--- src/rtl/vram_fill_ctrl.sv ---
// Rectangle-fill engine sharing a registered VRAM write port with CPU writes (CPU has priority).
// Optional macro FILL_CLIP_EN suppresses writes for pixels outside H_RES x V_RES.
module vram_fill_ctrl #(
  parameter int unsigned H_RES = 200,
  parameter int unsigned V_RES = 150
) (
  input  logic        clk,
  input  logic        rst,
  input  logic        cpu_we_i,
  input  logic [14:0] cpu_addr_i,
  input  logic [7:0]  cpu_data_i,
  input  logic        fill_start_i,
  input  logic [7:0]  fill_x_i,
  input  logic [7:0]  fill_y_i,
  input  logic [7:0]  fill_w_i,
  input  logic [7:0]  fill_h_i,
  input  logic [7:0]  fill_color_i,
  output logic        busy_o,
  output logic        done_o,
  output logic        v_we_o,
  output logic [14:0] v_addr_o,
  output logic [7:0]  v_data_o
);

  typedef enum logic [0:0] {StIdle, StFill} state_e;

  state_e      r_state, w_state_nxt;
  logic [7:0]  r_x, r_y, r_w, r_h, r_color;
  logic [7:0]  w_x_nxt, w_y_nxt, w_w_nxt, w_h_nxt, w_color_nxt;
  logic [7:0]  r_cx, r_cy, w_cx_nxt, w_cy_nxt;
  logic        r_we, r_done, w_we_nxt, w_done_nxt;
  logic [14:0] r_addr, w_addr_nxt;
  logic [7:0]  r_data, w_data_nxt;

  logic [8:0]  w_sum_x, w_sum_y;
  logic [14:0] w_fill_addr;
  logic        w_in_bounds, w_pix_ok, w_last;

  assign w_sum_x     = {1'b0, r_x} + {1'b0, r_cx};
  assign w_sum_y     = {1'b0, r_y} + {1'b0, r_cy};
  // Address formed at 16 bits, then the top bit is dropped.
  assign w_fill_addr = 15'(16'(w_sum_y) * 16'(H_RES) + 16'(w_sum_x));
  assign w_in_bounds = (32'(w_sum_x) < H_RES) && (32'(w_sum_y) < V_RES);
  assign w_last      = (r_cx == r_w - 8'd1) && (r_cy == r_h - 8'd1);

`ifdef FILL_CLIP_EN
  assign w_pix_ok = w_in_bounds;
`else
  logic w_unused_bounds;
  assign w_unused_bounds = w_in_bounds;
  assign w_pix_ok        = 1'b1;
`endif

  always_comb begin
    w_state_nxt = r_state;
    w_x_nxt     = r_x;
    w_y_nxt     = r_y;
    w_w_nxt     = r_w;
    w_h_nxt     = r_h;
    w_color_nxt = r_color;
    w_cx_nxt    = r_cx;
    w_cy_nxt    = r_cy;
    w_we_nxt    = 1'b0;
    w_done_nxt  = 1'b0;
    w_addr_nxt  = r_addr;
    w_data_nxt  = r_data;

    if (cpu_we_i) begin
      w_we_nxt   = 1'b1;
      w_addr_nxt = cpu_addr_i;
      w_data_nxt = cpu_data_i;
    end

    unique case (r_state)
      StIdle: begin
        if (fill_start_i) begin
          w_x_nxt     = fill_x_i;
          w_y_nxt     = fill_y_i;
          w_w_nxt     = fill_w_i;
          w_h_nxt     = fill_h_i;
          w_color_nxt = fill_color_i;
          w_cx_nxt    = 8'd0;
          w_cy_nxt    = 8'd0;
          if (fill_w_i == 8'd0 || fill_h_i == 8'd0) begin
            w_done_nxt = 1'b1;
          end else begin
            w_state_nxt = StFill;
          end
        end
      end
      StFill: begin
        // A CPU write steals the cycle; counters hold.
        if (!cpu_we_i) begin
          if (w_pix_ok) begin
            w_we_nxt   = 1'b1;
            w_addr_nxt = w_fill_addr;
            w_data_nxt = r_color;
          end
          if (r_cx == r_w - 8'd1) begin
            w_cx_nxt = 8'd0;
            w_cy_nxt = r_cy + 8'd1;
          end else begin
            w_cx_nxt = r_cx + 8'd1;
          end
          if (w_last) begin
            w_state_nxt = StIdle;
            w_done_nxt  = 1'b1;
          end
        end
      end
      default: w_state_nxt = StIdle;
    endcase
  end

  always_ff @(posedge clk or posedge rst) begin
    if (rst) begin
      r_state <= StIdle;
      r_x     <= 8'd0;
      r_y     <= 8'd0;
      r_w     <= 8'd0;
      r_h     <= 8'd0;
      r_color <= 8'd0;
      r_cx    <= 8'd0;
      r_cy    <= 8'd0;
      r_we    <= 1'b0;
      r_done  <= 1'b0;
      r_addr  <= 15'd0;
      r_data  <= 8'd0;
    end else begin
      r_state <= w_state_nxt;
      r_x     <= w_x_nxt;
      r_y     <= w_y_nxt;
      r_w     <= w_w_nxt;
      r_h     <= w_h_nxt;
      r_color <= w_color_nxt;
      r_cx    <= w_cx_nxt;
      r_cy    <= w_cy_nxt;
      r_we    <= w_we_nxt;
      r_done  <= w_done_nxt;
      r_addr  <= w_addr_nxt;
      r_data  <= w_data_nxt;
    end
  end

  assign busy_o   = (r_state == StFill);
  assign done_o   = r_done;
  assign v_we_o   = r_we;
  assign v_addr_o = r_addr;
  assign v_data_o = r_data;

endmodule

--- config.mk ---
export PLATFORM = sky130hd
export DESIGN_NAME = vram_fill_ctrl
export DESIGN_NICKNAME = d
export VERILOG_FILES = /design/src/rtl/vram_fill_ctrl.sv
export SDC_FILE = /design/constraint.sdc
export NUM_CORES = 1
export LEC_CHECK = 0
export CORE_UTILIZATION = 46
export CTS_CLUSTER_DIAMETER = 200
export DETAILED_ROUTE_END_ITERATION = 10
export GPL_ROUTABILITY_DRIVEN = 0
export PLACE_DENSITY_LB_ADDON = 0.25
export RECOVER_POWER = 50
export REMOVE_ABC_BUFFERS = 1
export SLEW_MARGIN = 20
export SYNTH_ARGS = -nofsm -noshare
export SYNTH_HDL_FRONTEND = slang
export SYNTH_SLANG_ARGS = --single-unit
--- constraint.sdc ---
create_clock -name clk -period 6.1 [get_ports clk]
set_input_delay 1.22 -clock clk [delete_from_list [all_inputs] [get_ports clk]]
set_output_delay 1.22 -clock clk [all_outputs]
set_load 0.005 [all_outputs]
## Word level (Yosys, flattened, before mapping)

Cells that the tools add are included.

| word-level totals | value |
|---|---|
| flip-flop bits (word level) | 82 |
| word-level logic and storage cells | 59 |
| output and inout port bits | 26 |
| bits of input ports | 67 |

| operators by class | value |
|---|---|
| bitwise gates (word level) | 1 |
| equality and inequality tests | 5 |
| multipliers | 1 |
| muxes and demuxes | 26 |
| add/subtract/negate cells | 7 |
| reduce and logical (&&, ||, !) cells | 7 |

Operator list:

| operator | count |
|---|---|
| 8-bit 2-to-1 mux | 8 |
| 15-bit 2-to-1 mux | 3 |
| 8-bit one-hot mux with 2 select lines | 2 |
| 8-bit by 8-bit adder with 9-bit output | 2 |
| 8-bit by 1-bit adder with 8-bit output (second input constant) | 2 |
| 8-bit == test | 2 |
| 8-bit zero test | 2 |
| 8-bit by 1-bit subtractor with 8-bit output (second input constant) | 2 |
| 15-bit by 9-bit adder with 15-bit output | 1 |
| 9-bit by 5-bit multiplier with 12-bit output (second input constant) | 1 |
| 1-bit 2-to-1 mux | 11 |
| 2-bit inequality test (second input constant) | 2 |
| 1-bit one-hot mux with 2 select lines | 2 |
| 2-bit AND reduction | 2 |
| 3-bit AND reduction | 1 |
| 2-bit by 1-bit inequality test with 1-bit output (second input constant) | 1 |
| 1-bit logical AND | 1 |
| 1-bit logical OR | 1 |
| 1-bit inverter | 1 |

## Logic depth before layout (Yosys ltp)

Gate-level depths: netlist of run 1.

| logic depth | value |
|---|---|
| word-level depth | 6 |
| depth in mapped cells | 21 |
| mapped depth without buffers | 21 |

## Least setup slack after synthesis of run 1

OpenSTA, ideal clock, no wires.

| timing | value |
|---|---|
| path kind | register to register |
| start | register r_cy[0] |
| end | register r_addr[14] (netlist: v_addr_o[14]) |
| setup time | 78 ps |
| stages on the path, launching flop included | 20 |
| arrival time | 4,416 ps |
| setup slack | 1,607 ps |
| period minus slack after synthesis | 4,493 ps |
| required time | 6,022 ps |
| path buffers | 0 |
| cell sequence | dfrtp_1 -> ha_1 -> fa_1 -> a21o_1 -> a21oi_1 -> xnor2_1 -> ha_1 -> ha_1 -> inv_1 -> fa_1 -> inv_1 -> ha_1 -> a211oi_1 -> nor2_1 -> xor2_1 -> nand2_1 -> nor4_1 -> xnor2_1 -> xnor3_1 -> o21ai_1 |

| between the ends | value |
|---|---|
| cells in the longest elaborated chain, start to end | 5 |

RTL lines:

| item | RTL line | source |
|---|---|---|
| from (decl) | 30 | `logic [7:0] r_cx, r_cy, w_cx_nxt, w_cy_nxt;` |
| from (signal assigned) | 137 | `r_cy <= w_cy_nxt;` |
| 8-bit by 8-bit adder with 9-bit output | 40 | `assign w_sum_y = {1'b0, r_y} + {1'b0, r_cy};` |
| 9-bit by 5-bit multiplier with 12-bit output | 42 | `assign w_fill_addr = 15'(16'(w_sum_y) * 16'(H_RES) + 16'(w_sum_x));` |
| 15-bit by 9-bit adder with 15-bit output | 42 |  |
| 15-bit 2-to-1 mux | 93 | `if (!cpu_we_i) begin` |
| 15-bit 2-to-1 mux | 74 | `unique case (r_state)` |
| named net w_addr_nxt[14] | 32 | `logic [14:0] r_addr, w_addr_nxt;` |
| to (signal assigned) | 140 | `r_addr <= w_addr_nxt;` |
| to (decl) | 32 |  |

The timed path passes the listed nets, and every way through them passes these cells.
A chain may end at the register's enable or synchronous reset.

## Worst setup path after layout of run 1

Ends and elaborated chain as after synthesis.

==> report_table.html, run 1 <==
<table>
<tr><th>Metric</th><th>Value</th></tr>
<tr><th colspan="2">Clocking</th></tr>
<tr><td>TritonCTS clock tree</td><td>done</td></tr>
<tr><td>Number of cells upsized or downsized after cts</td><td>0</td></tr>
<tr><td>Cell at the root of the clock tree</td><td>clkbuf_16</td></tr>
<tr><td>Worst skew pair latency</td><td>0.35 ns</td></tr>
<tr><td>Number of hold-repair buffers added at the cts stage</td><td>0</td></tr>
<tr><td>Clock sinks</td><td>82</td></tr>
<tr><td>Clock-pin slew of the registers on the worst-case setup and hold paths</td><td>0.06 ns</td></tr>
<tr><td>Buffers inserted during post-CTS setup optimization</td><td>0</td></tr>
<tr><td>Total number of H-tree levels</td><td>3</td></tr>
<tr><td>Number of buffers on the longest clock path</td><td>2</td></tr>
<tr><td>Inserted Clock Buffers</td><td>9</td></tr>
<tr><th colspan="2">Floorplanning</th></tr>
<tr><td>Row cnt</td><td>39</td></tr>
<tr><td>Total core area</td><td>11400 um2</td></tr>
<tr><td>Initial cell density of the core</td><td>0.471</td></tr>
<tr><td>Number of placed I/O pins</td><td>93</td></tr>
<tr><td>Die span in y</td><td>110 um</td></tr>
<tr><td>Die extent in x</td><td>110 um</td></tr>
<tr><td>Floorplan die area</td><td>12100 um2</td></tr>
<tr><th colspan="2">Detailed routing</th></tr>
<tr><td>DRC violation count after routing</td><td>0</td></tr>
<tr><td>Via/cell ratio</td><td>5.32</td></tr>
<tr><td>First-pass detailed-route iteration total</td><td>4</td></tr>
<tr><td>Total number of vias</td><td>4122</td></tr>
<tr><td>Number of violations reported at the end of detailed-routing iteration 0</td><td>123</td></tr>
<tr><td>Count of nets left with antenna violations after detail routing</td><td>0</td></tr>
<tr><td>Average wire per standard cell</td><td>14.6 um</td></tr>
<tr><td>Wire length after detailed routing</td><td>11300 um</td></tr>
<tr><th colspan="2">Timing</th></tr>
<tr><td>Final number of hold-violating endpoints</td><td>0</td></tr>
<tr><td>RSZ-0062 raised after global routing</td><td>false</td></tr>
<tr><td>Total negative slack for setup checks</td><td>0 ns</td></tr>
<tr><td>Highest attainable clock frequency</td><td>0.201 GHz</td></tr>
<tr><td>Transition time of the tightest slew-check pin</td><td>2.74 ns</td></tr>
<tr><td>Final setup viols</td><td>0</td></tr>
<tr><td>Period utilization</td><td>0.817</td></tr>
<tr><td>Minimum clock period</td><td>4.99 ns</td></tr>
<tr><td>Worst-case clock skew</td><td>0.00747 ns</td></tr>
<tr><td>Worst relative slew slack</td><td>-0.828</td></tr>
<tr><td>Fin. max-slew vios</td><td>133</td></tr>
<tr><td>Setup slack after layout</td><td>1.11 ns</td></tr>
<tr><th colspan="2">Global routing</th></tr>
<tr><td>Met2 layer usage reported by global route</td><td>0.354</td></tr>
<tr><td>Busiest layer in global routing</td><td>met2</td></tr>
<tr><td>Antenna violations before repair</td><td>0</td></tr>
<tr><td>Total GRT Usage</td><td>0.207</td></tr>
<tr><td>Met3 track demand over resource in global routing</td><td>0.0628</td></tr>
<tr><td>Overflow left after global routing</td><td>0</td></tr>
<tr><td>First-pass GRT wire length</td><td>19100 um</td></tr>
<tr><td>Pin count of the biggest net entering global routing</td><td>52</td></tr>
<tr><td>Vias in the first global route</td><td>4324</td></tr>
<tr><td>Global Route met1 Usage</td><td>0.246</td></tr>
<tr><th colspan="2">Synthesis</th></tr>
<tr><td>Library cells used by synthesis</td><td>48</td></tr>
<tr><td>Number of warnings issued by yosys</td><td>0</td></tr>
<tr><td>Synth top area cells</td><td>dfrtp_1 38%, ha_1 11%, mux2_2 6.5%</td></tr>
<tr><td>Sequential cell area fraction in the yosys report</td><td>0.383</td></tr>
<tr><td>Mean post-synth cell area</td><td>10.0 um2</td></tr>
<tr><td>Number of register bits inferred by synthesis</td><td>82</td></tr>
<tr><td>Cell accounting for the most synthesized area</td><td>dfrtp_1</td></tr>
<tr><td>Fraction of post-synthesis cell area in the top cell type by area</td><td>0.383</td></tr>
<tr><td>Post-synth EDFFs</td><td>0</td></tr>
<tr><td>Area of the mapped netlist</td><td>5350 um2</td></tr>
<tr><td>Commonest register cell after synthesis</td><td>dfrtp_1</td></tr>
<tr><td>Number of instances in the synthesized netlist</td><td>535</td></tr>
<tr><td>Synth async-reset ratio</td><td>1.00</td></tr>
<tr><th colspan="2">Layout</th></tr>
<tr><td>Ant diodes</td><td>0</td></tr>
<tr><td>Final-layout fill cell count</td><td>993</td></tr>
<tr><td>Fraction of final layout cells sized beyond drive strength 1</td><td>0.0870</td></tr>
<tr><td>Commonest cells after routing, fill and taps aside</td><td>82 x dfrtp_1, 65 x clkdlybuf4s50_1, 48 x ha_1</td></tr>
<tr><td>Finished layout cell area</td><td>6700 um2</td></tr>
<tr><td>Area added between synthesis and finish</td><td>25.1%</td></tr>
<tr><td># nets final</td><td>753</td></tr>
<tr><td>Leading cell type in the layout, fill and taps excluded</td><td>dfrtp_1</td></tr>
<tr><th colspan="2">Outcome</th></tr>
<tr><td>Violated checks</td><td>max-capacitance violations, max-slew violations</td></tr>
<tr><td>Result of the run</td><td>finished, violations left</td></tr>
<tr><th colspan="2">Placed design</th></tr>
<tr><td>Sum of net half-perimeters after detailed placement</td><td>8490 um</td></tr>
<tr><td>Total of buffers placed on input and output ports</td><td>92</td></tr>
<tr><td>Worst setup slack before clock tree synthesis</td><td>1.21 ns</td></tr>
<tr><td>Post-Place Cell Area</td><td>6430 um2</td></tr>
<tr><th colspan="2">Worst setup path</th></tr>
<tr><td>Critical Path Sink Type</td><td>flip-flop</td></tr>
<tr><td>Maximum fanout count along the critical path</td><td>8</td></tr>
<tr><td>Endpoint arrival time on the critical path</td><td>5.25 ns</td></tr>
<tr><td>Critical path data required time</td><td>6.37 ns</td></tr>
<tr><td>CP Launch Type</td><td>flip-flop</td></tr>
<tr><td>Critical path start-end classification</td><td>reg -&gt; reg</td></tr>
<tr><th colspan="2">Power</th></tr>
<tr><td>Leakage power of the design</td><td>3.16 nW</td></tr>
<tr><td>Peak ir drop on the vdd network</td><td>269 uV</td></tr>
<tr><td>Power per unit of standard cell area</td><td>456 nW/um2</td></tr>
<tr><th colspan="2">Min path</th></tr>
<tr><td>Hold crit path type</td><td>reg -&gt; reg</td></tr>
<tr><th colspan="2">Run</th></tr>
<tr><td>Number of max-cap violations</td><td>3</td></tr>
</table>
-- layout make-up --
| class | instances | area (um2) | share of cell area |
|---|---|---|---|
| clock buffer | 12 | 246 | 0.0368 |
| clock inverter | 4 | 27.5 | 0.00411 |
| inverter | 44 | 166 | 0.0248 |
| multi-input combinational | 394 | 3080 | 0.460 |
| sequential | 82 | 2050 | 0.306 |
| tap | 143 | 179 | 0.0267 |
| timing repair buffer | 96 | 943 | 0.141 |
-- worst max-delay path, stage by stage (launching register included) --
cell,delay [ns]
dfrtp_1,0.47
ha_1,0.25
fa_1,0.41
a21o_1,0.20
a21oi_1,0.30
xnor2_1,0.18
ha_1,0.26
ha_1,0.27
inv_1,0.05
fa_1,0.54
inv_1,0.05
ha_1,0.24
a211oi_1,0.35
nor2_1,0.12
xor2_1,0.21
nand2_1,0.12
nor4_1,0.38
xnor2_1,0.18
xnor3_1,0.23
o21ai_1,0.11
-- kinds of logic (layout without fill, tap and decap cells) --
kind of cell / after synthesis / count (layout) / synth area share
AOI/OAI and AO/OA: 102 / 102 / 0.109
xor gates and xnor gates: 53 / 53 / 0.0893
adders and majority gates: 59 / 59 / 0.153
buffers and inverters: 59 / 156 / 0.0421
DFF: 82 / 82 / 0.383
muxes: 48 / 48 / 0.0970
and+or+nand+nor: 132 / 132 / 0.126
-- synth_stat cells (2+ instances only) --
master,count
or4_1,3
nor4b_1,2
nand4_1,6
a211oi_1,4
o21a_1,2
o21ai_0,39
clkbuf_1,7
a211o_1,3
nand2b_1,7
and2_1,2
inv_1,44
a21oi_1,18
nor3_1,9
ha_1,48
dfrtp_1,82
xnor2_1,28
fa_1,11
nor2b_1,7
nor4_1,4
mux2_2,31
mux2i_1,17
nand2_1,42
nor2_1,26
a21o_1,6
o21ai_1,16
and3_1,4
or3_1,2
nand3_1,10
buf_1,7
o31ai_1,2
a22oi_1,2
a31oi_1,5
xor2_1,24
-- power by group --
group	switching [mW]	internal (mW)	leakage, nW	total [mW]
registers	0.0774	0.651	1.01	0.728
clock network	0.217	0.287	0.137	0.504
logic	0.972	0.852	2.02	1.82
total	1.27	1.79	3.16	3.06
-- state kept, by name, indices dropped and copies added (netlist names) --
signal    flops
r_cy          8
busy_o        1
v_addr_o     15
r_x           8
v_we_o        1
r_h           8
r_w           8
r_cx          8
done_o        1
r_y           8
r_color       8
v_data_o      8
-- path summary, 6_finish.rpt --
check / start / end / slack [ns] / cells past startpoint
min in group asynchronous: rst / r_x[0] / 1.66 / 2
max in group asynchronous: rst / v_addr_o[7] / 1.26 / 3
worst min register to register: r_color[6] / r_color[6] / 0.51 / 1
worst max-delay path: r_cy[0] / v_addr_o[14] / 1.11 / 19
worst max register to register: r_cy[0] / v_addr_o[14] / 1.11 / 19
worst min-delay path: r_color[6] / r_color[6] / 0.51 / 1
-- per-stage QoR --
step,hold slack [ns],power [mW],instances,utilization
after detailed placement,0.500,2.56,759,0.566
after floorplan,0.481,2.10,520,-
after CTS,0.513,3.10,775,0.590
after global routing,0.531,3.35,775,0.589
final,0.510,3.06,775,0.589
after global placement,0.490,2.52,759,0.566
-- metal layers --
metal	up-vias	wire length (um)
met4	0	201
li1	2040	-
met2	86	5450
met1	1985	5040
met5	-	0
met3	11	649
Note: power is estimated with default switching activity, not from simulation.
==> run 2: changes to the inputs <==
==> constraint.sdc (replaced) <==
create_clock -name clk -period 4.7 [get_ports clk]
set_input_delay 0.94 -clock clk [delete_from_list [all_inputs] [get_ports clk]]
set_output_delay 0.94 -clock clk [all_outputs]
set_load 0.005 [all_outputs]
==> report_table.html, run 2 (same netlist as run 1, synthesis figures left out) <==
<table>
<tr><th>Metric</th><th>Value</th></tr>
<tr><th colspan="2">Layout</th></tr>
<tr><td>Area occupied by registers</td><td>2050 um2</td></tr>
<tr><td>Final-layout fill cell count</td><td>993</td></tr>
<tr><td>Ant diodes</td><td>0</td></tr>
<tr><td>Leading cell type in the layout, fill and taps excluded</td><td>clkdlybuf4s50_1</td></tr>
<tr><td># nets final</td><td>762</td></tr>
<tr><td>Number of non-filler instances in the completed layout</td><td>783</td></tr>
<tr><td>Commonest cells after routing, fill and taps aside</td><td>89 x clkdlybuf4s50_1, 81 x dfrtp_1, 47 x ha_1</td></tr>
<tr><td>Area added between synthesis and finish</td><td>27.7%</td></tr>
<tr><td>Fraction of final layout cells sized beyond drive strength 1</td><td>0.109</td></tr>
<tr><td>Largest register FFs</td><td>15</td></tr>
<tr><td>Util after Layout</td><td>0.601</td></tr>
<tr><td>Area of the multi-input gates</td><td>3130 um2</td></tr>
<tr><th colspan="2">Timing</th></tr>
<tr><td>Final number of hold-violating endpoints</td><td>0</td></tr>
<tr><td>Minimum clock period</td><td>4.55 ns</td></tr>
<tr><td>Period utilization</td><td>0.968</td></tr>
<tr><td>Worst-case clock skew</td><td>0.00411 ns</td></tr>
<tr><td>Fin. max-slew vios</td><td>138</td></tr>
<tr><td>Final setup viols</td><td>0</td></tr>
<tr><td>Total negative slack for setup checks</td><td>0 ns</td></tr>
<tr><td>Worst relative slew slack</td><td>-0.708</td></tr>
<tr><td>Hold slack final</td><td>0.507 ns</td></tr>
<tr><td>Transition time of the tightest slew-check pin</td><td>2.55 ns</td></tr>
<tr><td>Highest attainable clock frequency</td><td>0.220 GHz</td></tr>
<tr><th colspan="2">Floorplanning</th></tr>
<tr><td>Floorplan die area</td><td>12100 um2</td></tr>
<tr><td>Die span in y</td><td>110 um</td></tr>
<tr><td>Row cnt</td><td>39</td></tr>
<tr><td>Number of placed I/O pins</td><td>93</td></tr>
<tr><td>Die extent in x</td><td>110 um</td></tr>
<tr><td>Total core area</td><td>11400 um2</td></tr>
<tr><td>Initial cell density of the core</td><td>0.471</td></tr>
<tr><th colspan="2">Worst setup path</th></tr>
<tr><td>Critical path start-end classification</td><td>reg -&gt; reg</td></tr>
<tr><td>Cell-by-cell listing of the critical path</td><td>buf_4 -&gt; fa_1 -&gt; a21o_1 -&gt; a21oi_4 -&gt; xnor2_1 -&gt; ha_1 -&gt; ha_1 -&gt; inv_1 -&gt; fa_1 -&gt; inv_1 -&gt; ha_1 -&gt; a211oi_2 -&gt; nor2_1 -&gt; xor2_1 -&gt; nand2_1 -&gt; nor4_2 -&gt; xnor2_1 -&gt; xnor3_1 -&gt; o21ai_1</td></tr>
<tr><td>Critical Path Sink Type</td><td>flip-flop</td></tr>
<tr><td>Crit path max-delay cell type</td><td>fa_1</td></tr>
<tr><td>Critical path buffers and inverters</td><td>3</td></tr>
<tr><td>Most numerous cell on the critical path</td><td>ha_1</td></tr>
<tr><td>CP Launch Type</td><td>flip-flop</td></tr>
<tr><td>Critical path data required time</td><td>4.97 ns</td></tr>
<tr><td>Maximum fanout count along the critical path</td><td>7</td></tr>
<tr><td>Delay-heaviest family, CP</td><td>adder cells</td></tr>
<tr><td>Max incr delay on CP</td><td>0.52 ns</td></tr>
<tr><td>Endpoint arrival time on the critical path</td><td>4.81 ns</td></tr>
<tr><th colspan="2">Power</th></tr>
<tr><td>Net switching power</td><td>1.70 mW</td></tr>
<tr><td>Sequential share of power</td><td>0.221</td></tr>
<tr><td>Leakage power of the design</td><td>3.20 nW</td></tr>
<tr><td>Peak ir drop on the vdd network</td><td>379 uV</td></tr>
<tr><td>Sw frac</td><td>0.396</td></tr>
<tr><td>Power after layout</td><td>4.30 mW</td></tr>
<tr><td>Internal Power</td><td>2.59 mW</td></tr>
<tr><td>Portion of total power attributed to the clock network</td><td>0.170</td></tr>
<tr><td>Power per unit of standard cell area</td><td>628 nW/um2</td></tr>
<tr><td>Part of the power in combinational logic</td><td>0.610</td></tr>
<tr><th colspan="2">Placed design</th></tr>
<tr><td>Number of instances in the placed design</td><td>764</td></tr>
<tr><td>Sum of net half-perimeters after detailed placement</td><td>8520 um</td></tr>
<tr><td>Total of buffers placed on input and output ports</td><td>92</td></tr>
<tr><th colspan="2">Clocking</th></tr>
<tr><td>Number of hold-repair buffers added at the cts stage</td><td>0</td></tr>
<tr><td>Number of buffers on the longest clock path</td><td>2</td></tr>
<tr><td>Clock sinks</td><td>82</td></tr>
<tr><td>Clock-pin slew of the registers on the worst-case setup and hold paths</td><td>0.06 ns</td></tr>
<tr><td>TritonCTS clock tree</td><td>done</td></tr>
<tr><td>Inserted Clock Buffers</td><td>9</td></tr>
<tr><td>Worst skew pair latency</td><td>0.34 ns</td></tr>
<tr><td>Total number of H-tree levels</td><td>3</td></tr>
<tr><td>Cell at the root of the clock tree</td><td>clkbuf_16</td></tr>
<tr><th colspan="2">Detailed routing</th></tr>
<tr><td>Number of violations reported at the end of detailed-routing iteration 0</td><td>176</td></tr>
<tr><td>Count of nets left with antenna violations after detail routing</td><td>0</td></tr>
<tr><td>Total number of vias</td><td>4132</td></tr>
<tr><td>Average wire per standard cell</td><td>14.9 um</td></tr>
<tr><td>Wire length after detailed routing</td><td>11600 um</td></tr>
<tr><td>DRC violation count after routing</td><td>0</td></tr>
<tr><td>First-pass detailed-route iteration total</td><td>5</td></tr>
<tr><td>Via/cell ratio</td><td>5.28</td></tr>
<tr><th colspan="2">Global routing</th></tr>
<tr><td>Pin count of the biggest net entering global routing</td><td>58</td></tr>
<tr><td>First-pass GRT wire length</td><td>18800 um</td></tr>
<tr><td>Vias in the first global route</td><td>4120</td></tr>
<tr><td>Total GRT Usage</td><td>0.204</td></tr>
<tr><td>Overflow left after global routing</td><td>0</td></tr>
<tr><td>Antenna violations before repair</td><td>0</td></tr>
<tr><th colspan="2">Run</th></tr>
<tr><td>Number of max-cap violations</td><td>3</td></tr>
<tr><th colspan="2">Outcome</th></tr>
<tr><td>Result of the run</td><td>finished, violations left</td></tr>
<tr><td>Violated checks</td><td>max-capacitance violations, max-slew violations</td></tr>
<tr><th colspan="2">Min path</th></tr>
<tr><td>Hold crit path type</td><td>reg -&gt; reg</td></tr>
</table>
## run 2: cell type report
type	count	area share
clock buffer	12	0.0375
clock inverter	3	0.00677
inverter	44	0.0243
multi-input combinational	394	0.458
sequential	82	0.300
tap	143	0.0262
timing repair buffer	105	0.147
## run 2: timing repair
action / in CTS / in global routing
gates resized for setup: 2 / 10
setup buffers: 0 / 4
pin swaps: 0 / 4
hold endpoints to repair: 0 / 0
cloned: 0 / 0
endpoints found under the setup margin: 1 / 3
## run 2: power by group through the flow
stage	sequential, mW	combinational [mW]	clock (mW)
5_1_grt	0.967	2.94	0.775
3_3_place_gp	0.955	2.41	0
6_report	0.949	2.62	0.728
2_1_floorplan	0.945	1.78	0
3_5_place_dp	0.961	2.45	0
4_1_cts	0.950	2.51	0.741
## run 2: final timing paths
kind	cells after the start	end	startpoint	slack [ns]
setup / recovery	19	v_addr_o[14]	r_cy[1]	0.15
hold / removal	1	r_color[5]	r_color[5]	0.51
setup reg to reg	19	v_addr_o[14]	r_cy[1]	0.15
hold reg to reg	1	r_color[5]	r_color[5]	0.51
max in group asynchronous	3	v_addr_o[13]	rst	1.39
min in group asynchronous	2	r_x[0]	rst	1.74
## run 2: through the flow
| stage | cell area [um2] | worst slack [ns] |
|---|---|---|
| global route | 6840 | -0.00497 |
| global placement | 6470 | 0.121 |
| CTS | 6780 | 0.00926 |
| detailed placement | 6470 | -0.00977 |
| finish | 6840 | 0.152 |
| floorplan | 5290 | 0.204 |
## run 2: routing by layer
layer | vias to the layer above | part of all wire | GRT usage
met5 | - | 0 | 0
met4 | 0 | 0.012 | 0.0657
met3 | 12 | 0.053 | 0.0593
met2 | 82 | 0.48 | 0.337
met1 | 1988 | 0.46 | 0.255
li1 | 2050 | - | -
==> run 3: changes to the inputs <==
--- a/config.mk
+++ b/config.mk
@@ -6,6 +6,7 @@
 export NUM_CORES = 1
 export LEC_CHECK = 0
 export CORE_UTILIZATION = 46
+export CTS_BUF_LIST = sky130_fd_sc_hd__clkbuf_4 sky130_fd_sc_hd__clkbuf_8
 export CTS_CLUSTER_DIAMETER = 200
 export DETAILED_ROUTE_END_ITERATION = 10
 export GPL_ROUTABILITY_DRIVEN = 0
==> report_table.html, run 3 (same netlist as run 1, synthesis figures left out) <==
<table>
<tr><th>Metric</th><th>Value</th></tr>
<tr><th colspan="2">Global routing</th></tr>
<tr><td>Vias in the first global route</td><td>4085</td></tr>
<tr><td>Antenna violations before repair</td><td>0</td></tr>
<tr><td>Overflow left after global routing</td><td>0</td></tr>
<tr><td>Total GRT Usage</td><td>0.201</td></tr>
<tr><td>Pin count of the biggest net entering global routing</td><td>58</td></tr>
<tr><td>First-pass GRT wire length</td><td>18400 um</td></tr>
<tr><th colspan="2">Layout</th></tr>
<tr><td>Util after Layout</td><td>0.593</td></tr>
<tr><td>Area added between synthesis and finish</td><td>25.9%</td></tr>
<tr><td>Ant diodes</td><td>0</td></tr>
<tr><td>Commonest cells after routing, fill and taps aside</td><td>89 x clkdlybuf4s50_1, 81 x dfrtp_1, 47 x ha_1</td></tr>
<tr><td>Largest register FFs</td><td>15</td></tr>
<tr><td>Number of non-filler instances in the completed layout</td><td>783</td></tr>
<tr><td>Leading cell type in the layout, fill and taps excluded</td><td>clkdlybuf4s50_1</td></tr>
<tr><td>Finished layout cell area</td><td>6740 um2</td></tr>
<tr><td># nets final</td><td>762</td></tr>
<tr><td>Fraction of final layout cells sized beyond drive strength 1</td><td>0.111</td></tr>
<tr><td>Final-layout fill cell count</td><td>1006</td></tr>
<tr><td>Area occupied by registers</td><td>2050 um2</td></tr>
<tr><td>Area of the multi-input gates</td><td>3130 um2</td></tr>
<tr><th colspan="2">Clocking</th></tr>
<tr><td>Total number of H-tree levels</td><td>3</td></tr>
<tr><td>Inserted Clock Buffers</td><td>9</td></tr>
<tr><td>Number of hold-repair buffers added at the cts stage</td><td>0</td></tr>
<tr><td>Clock-pin slew of the registers on the worst-case setup and hold paths</td><td>0.08 ns</td></tr>
<tr><td>Worst skew pair latency</td><td>0.37 ns</td></tr>
<tr><td>TritonCTS clock tree</td><td>done</td></tr>
<tr><td>Number of buffers on the longest clock path</td><td>2</td></tr>
<tr><td>Clock sinks</td><td>82</td></tr>
<tr><td>Cell at the root of the clock tree</td><td>clkbuf_8</td></tr>
<tr><th colspan="2">Outcome</th></tr>
<tr><td>Violated checks</td><td>max-capacitance violations, max-slew violations</td></tr>
<tr><td>Result of the run</td><td>finished, violations left</td></tr>
<tr><th colspan="2">Timing</th></tr>
<tr><td>Period utilization</td><td>0.965</td></tr>
<tr><td>Highest attainable clock frequency</td><td>0.220 GHz</td></tr>
<tr><td>Transition time of the tightest slew-check pin</td><td>2.53 ns</td></tr>
<tr><td>Final setup viols</td><td>0</td></tr>
<tr><td>Minimum clock period</td><td>4.54 ns</td></tr>
<tr><td>Final number of hold-violating endpoints</td><td>0</td></tr>
<tr><td>Worst-case clock skew</td><td>0.00786 ns</td></tr>
<tr><td>Fin. max-slew vios</td><td>138</td></tr>
<tr><td>Worst relative slew slack</td><td>-0.694</td></tr>
<tr><th colspan="2">Power</th></tr>
<tr><td>Leakage power of the design</td><td>3.16 nW</td></tr>
<tr><td>Peak ir drop on the vdd network</td><td>383 uV</td></tr>
<tr><td>Power per unit of standard cell area</td><td>609 nW/um2</td></tr>
<tr><td>Power after layout</td><td>4.10 mW</td></tr>
<tr><th colspan="2">Worst setup path</th></tr>
<tr><td>Critical Path Sink Type</td><td>flip-flop</td></tr>
<tr><td>CP Launch Type</td><td>flip-flop</td></tr>
<tr><td>Cell-by-cell listing of the critical path</td><td>buf_4 -&gt; fa_1 -&gt; a21o_1 -&gt; a21oi_4 -&gt; xnor2_1 -&gt; ha_1 -&gt; ha_1 -&gt; inv_1 -&gt; fa_1 -&gt; inv_1 -&gt; ha_1 -&gt; a211oi_2 -&gt; nor2_1 -&gt; xor2_1 -&gt; nand2_1 -&gt; nor4_2 -&gt; xnor2_1 -&gt; xnor3_1 -&gt; o21ai_1</td></tr>
<tr><td>Most numerous cell on the critical path</td><td>ha_1</td></tr>
<tr><td>Critical path start-end classification</td><td>reg -&gt; reg</td></tr>
<tr><td>Max incr delay on CP</td><td>0.52 ns</td></tr>
<tr><td>Maximum fanout count along the critical path</td><td>7</td></tr>
<tr><td>Critical path data required time</td><td>4.99 ns</td></tr>
<tr><td>Endpoint arrival time on the critical path</td><td>4.83 ns</td></tr>
<tr><td>Crit path max-delay cell type</td><td>fa_1</td></tr>
<tr><th colspan="2">Placed design</th></tr>
<tr><td>Number of instances in the placed design</td><td>764</td></tr>
<tr><td>Total of buffers placed on input and output ports</td><td>92</td></tr>
<tr><td>Post-Place Cell Area</td><td>6470 um2</td></tr>
<tr><td>Sum of net half-perimeters after detailed placement</td><td>8520 um</td></tr>
<tr><th colspan="2">Floorplanning</th></tr>
<tr><td>Total core area</td><td>11400 um2</td></tr>
<tr><td>Floorplan die area</td><td>12100 um2</td></tr>
<tr><td>Die span in y</td><td>110 um</td></tr>
<tr><td>Initial cell density of the core</td><td>0.471</td></tr>
<tr><td>Number of placed I/O pins</td><td>93</td></tr>
<tr><td>Row cnt</td><td>39</td></tr>
<tr><td>Die extent in x</td><td>110 um</td></tr>
<tr><th colspan="2">Detailed routing</th></tr>
<tr><td>Via/cell ratio</td><td>5.27</td></tr>
<tr><td>Average wire per standard cell</td><td>14.5 um</td></tr>
<tr><td>Wire length after detailed routing</td><td>11400 um</td></tr>
<tr><td>Count of nets left with antenna violations after detail routing</td><td>0</td></tr>
<tr><td>Number of violations reported at the end of detailed-routing iteration 0</td><td>168</td></tr>
<tr><td>DRC violation count after routing</td><td>0</td></tr>
<tr><td>First-pass detailed-route iteration total</td><td>4</td></tr>
<tr><td>Total number of vias</td><td>4124</td></tr>
<tr><th colspan="2">Run</th></tr>
<tr><td>Number of max-cap violations</td><td>3</td></tr>
<tr><th colspan="2">Min path</th></tr>
<tr><td>Hold crit path type</td><td>reg -&gt; reg</td></tr>
</table>
run 3: path summary, 6_finish.rpt:
kind,depth (start not counted),slack (ns),to,start
max in group asynchronous,2,1.72,r_cy[1],rst
setup / recovery,19,0.16,v_addr_o[14],r_cy[1]
hold reg to reg,1,0.51,r_color[0],r_color[0]
setup reg to reg,19,0.16,v_addr_o[14],r_cy[1]
min in group asynchronous,2,1.70,r_x[0],rst
hold / removal,1,0.51,r_color[0],r_color[0]
run 3: timing repair:
action                                  4_1_cts  5_1_grt
pin swaps                                     0        4
gates resized for setup                       2       10
setup buffers                                 0        4
endpoints found under the setup margin        1        3
run 3: worst max-delay path, delay by kind of cell, from the launching register on:
family	cells	cell delay, ns
simple gates	3	0.53
xor+xnor	4	0.74
compound gates	4	0.78
flops	1	0.46
fa+ha+maj	5	1.70
buf+inv	3	0.25
run 3: per-stage QoR:
step	setup slack (ns)	TNS, ns	hold slack [ns]
finish	0.163	0	0.514
floorplan	0.204	0	0.481
detailed placement	-0.00977	-0.00977	0.498
global route	-0.00759	-0.00759	0.531
CTS	0.0164	0	0.518
global placement	0.121	0	0.490
run 3: routing by layer:
metal,global-route usage,vias to the layer above,part of all wire
li1,-,2047,-
met1,0.248,1985,0.46
met2,0.330,80,0.47
met3,0.0628,12,0.054
met4,0.0695,0,0.013
met5,0,-,0
run 3: cell type report:
cell class,instances,share of cell area
clock inverter,3,0.00687
multi-input combinational,394,0.464
timing repair buffer,105,0.149
tap,143,0.0265
sequential,82,0.305
clock buffer,12,0.0236
inverter,44,0.0247
run 3: where the power goes:
group          switching, mW  internal [mW]
combinational           1.30           1.31
sequential             0.101          0.845
clock                  0.264          0.280
total                   1.67           2.43
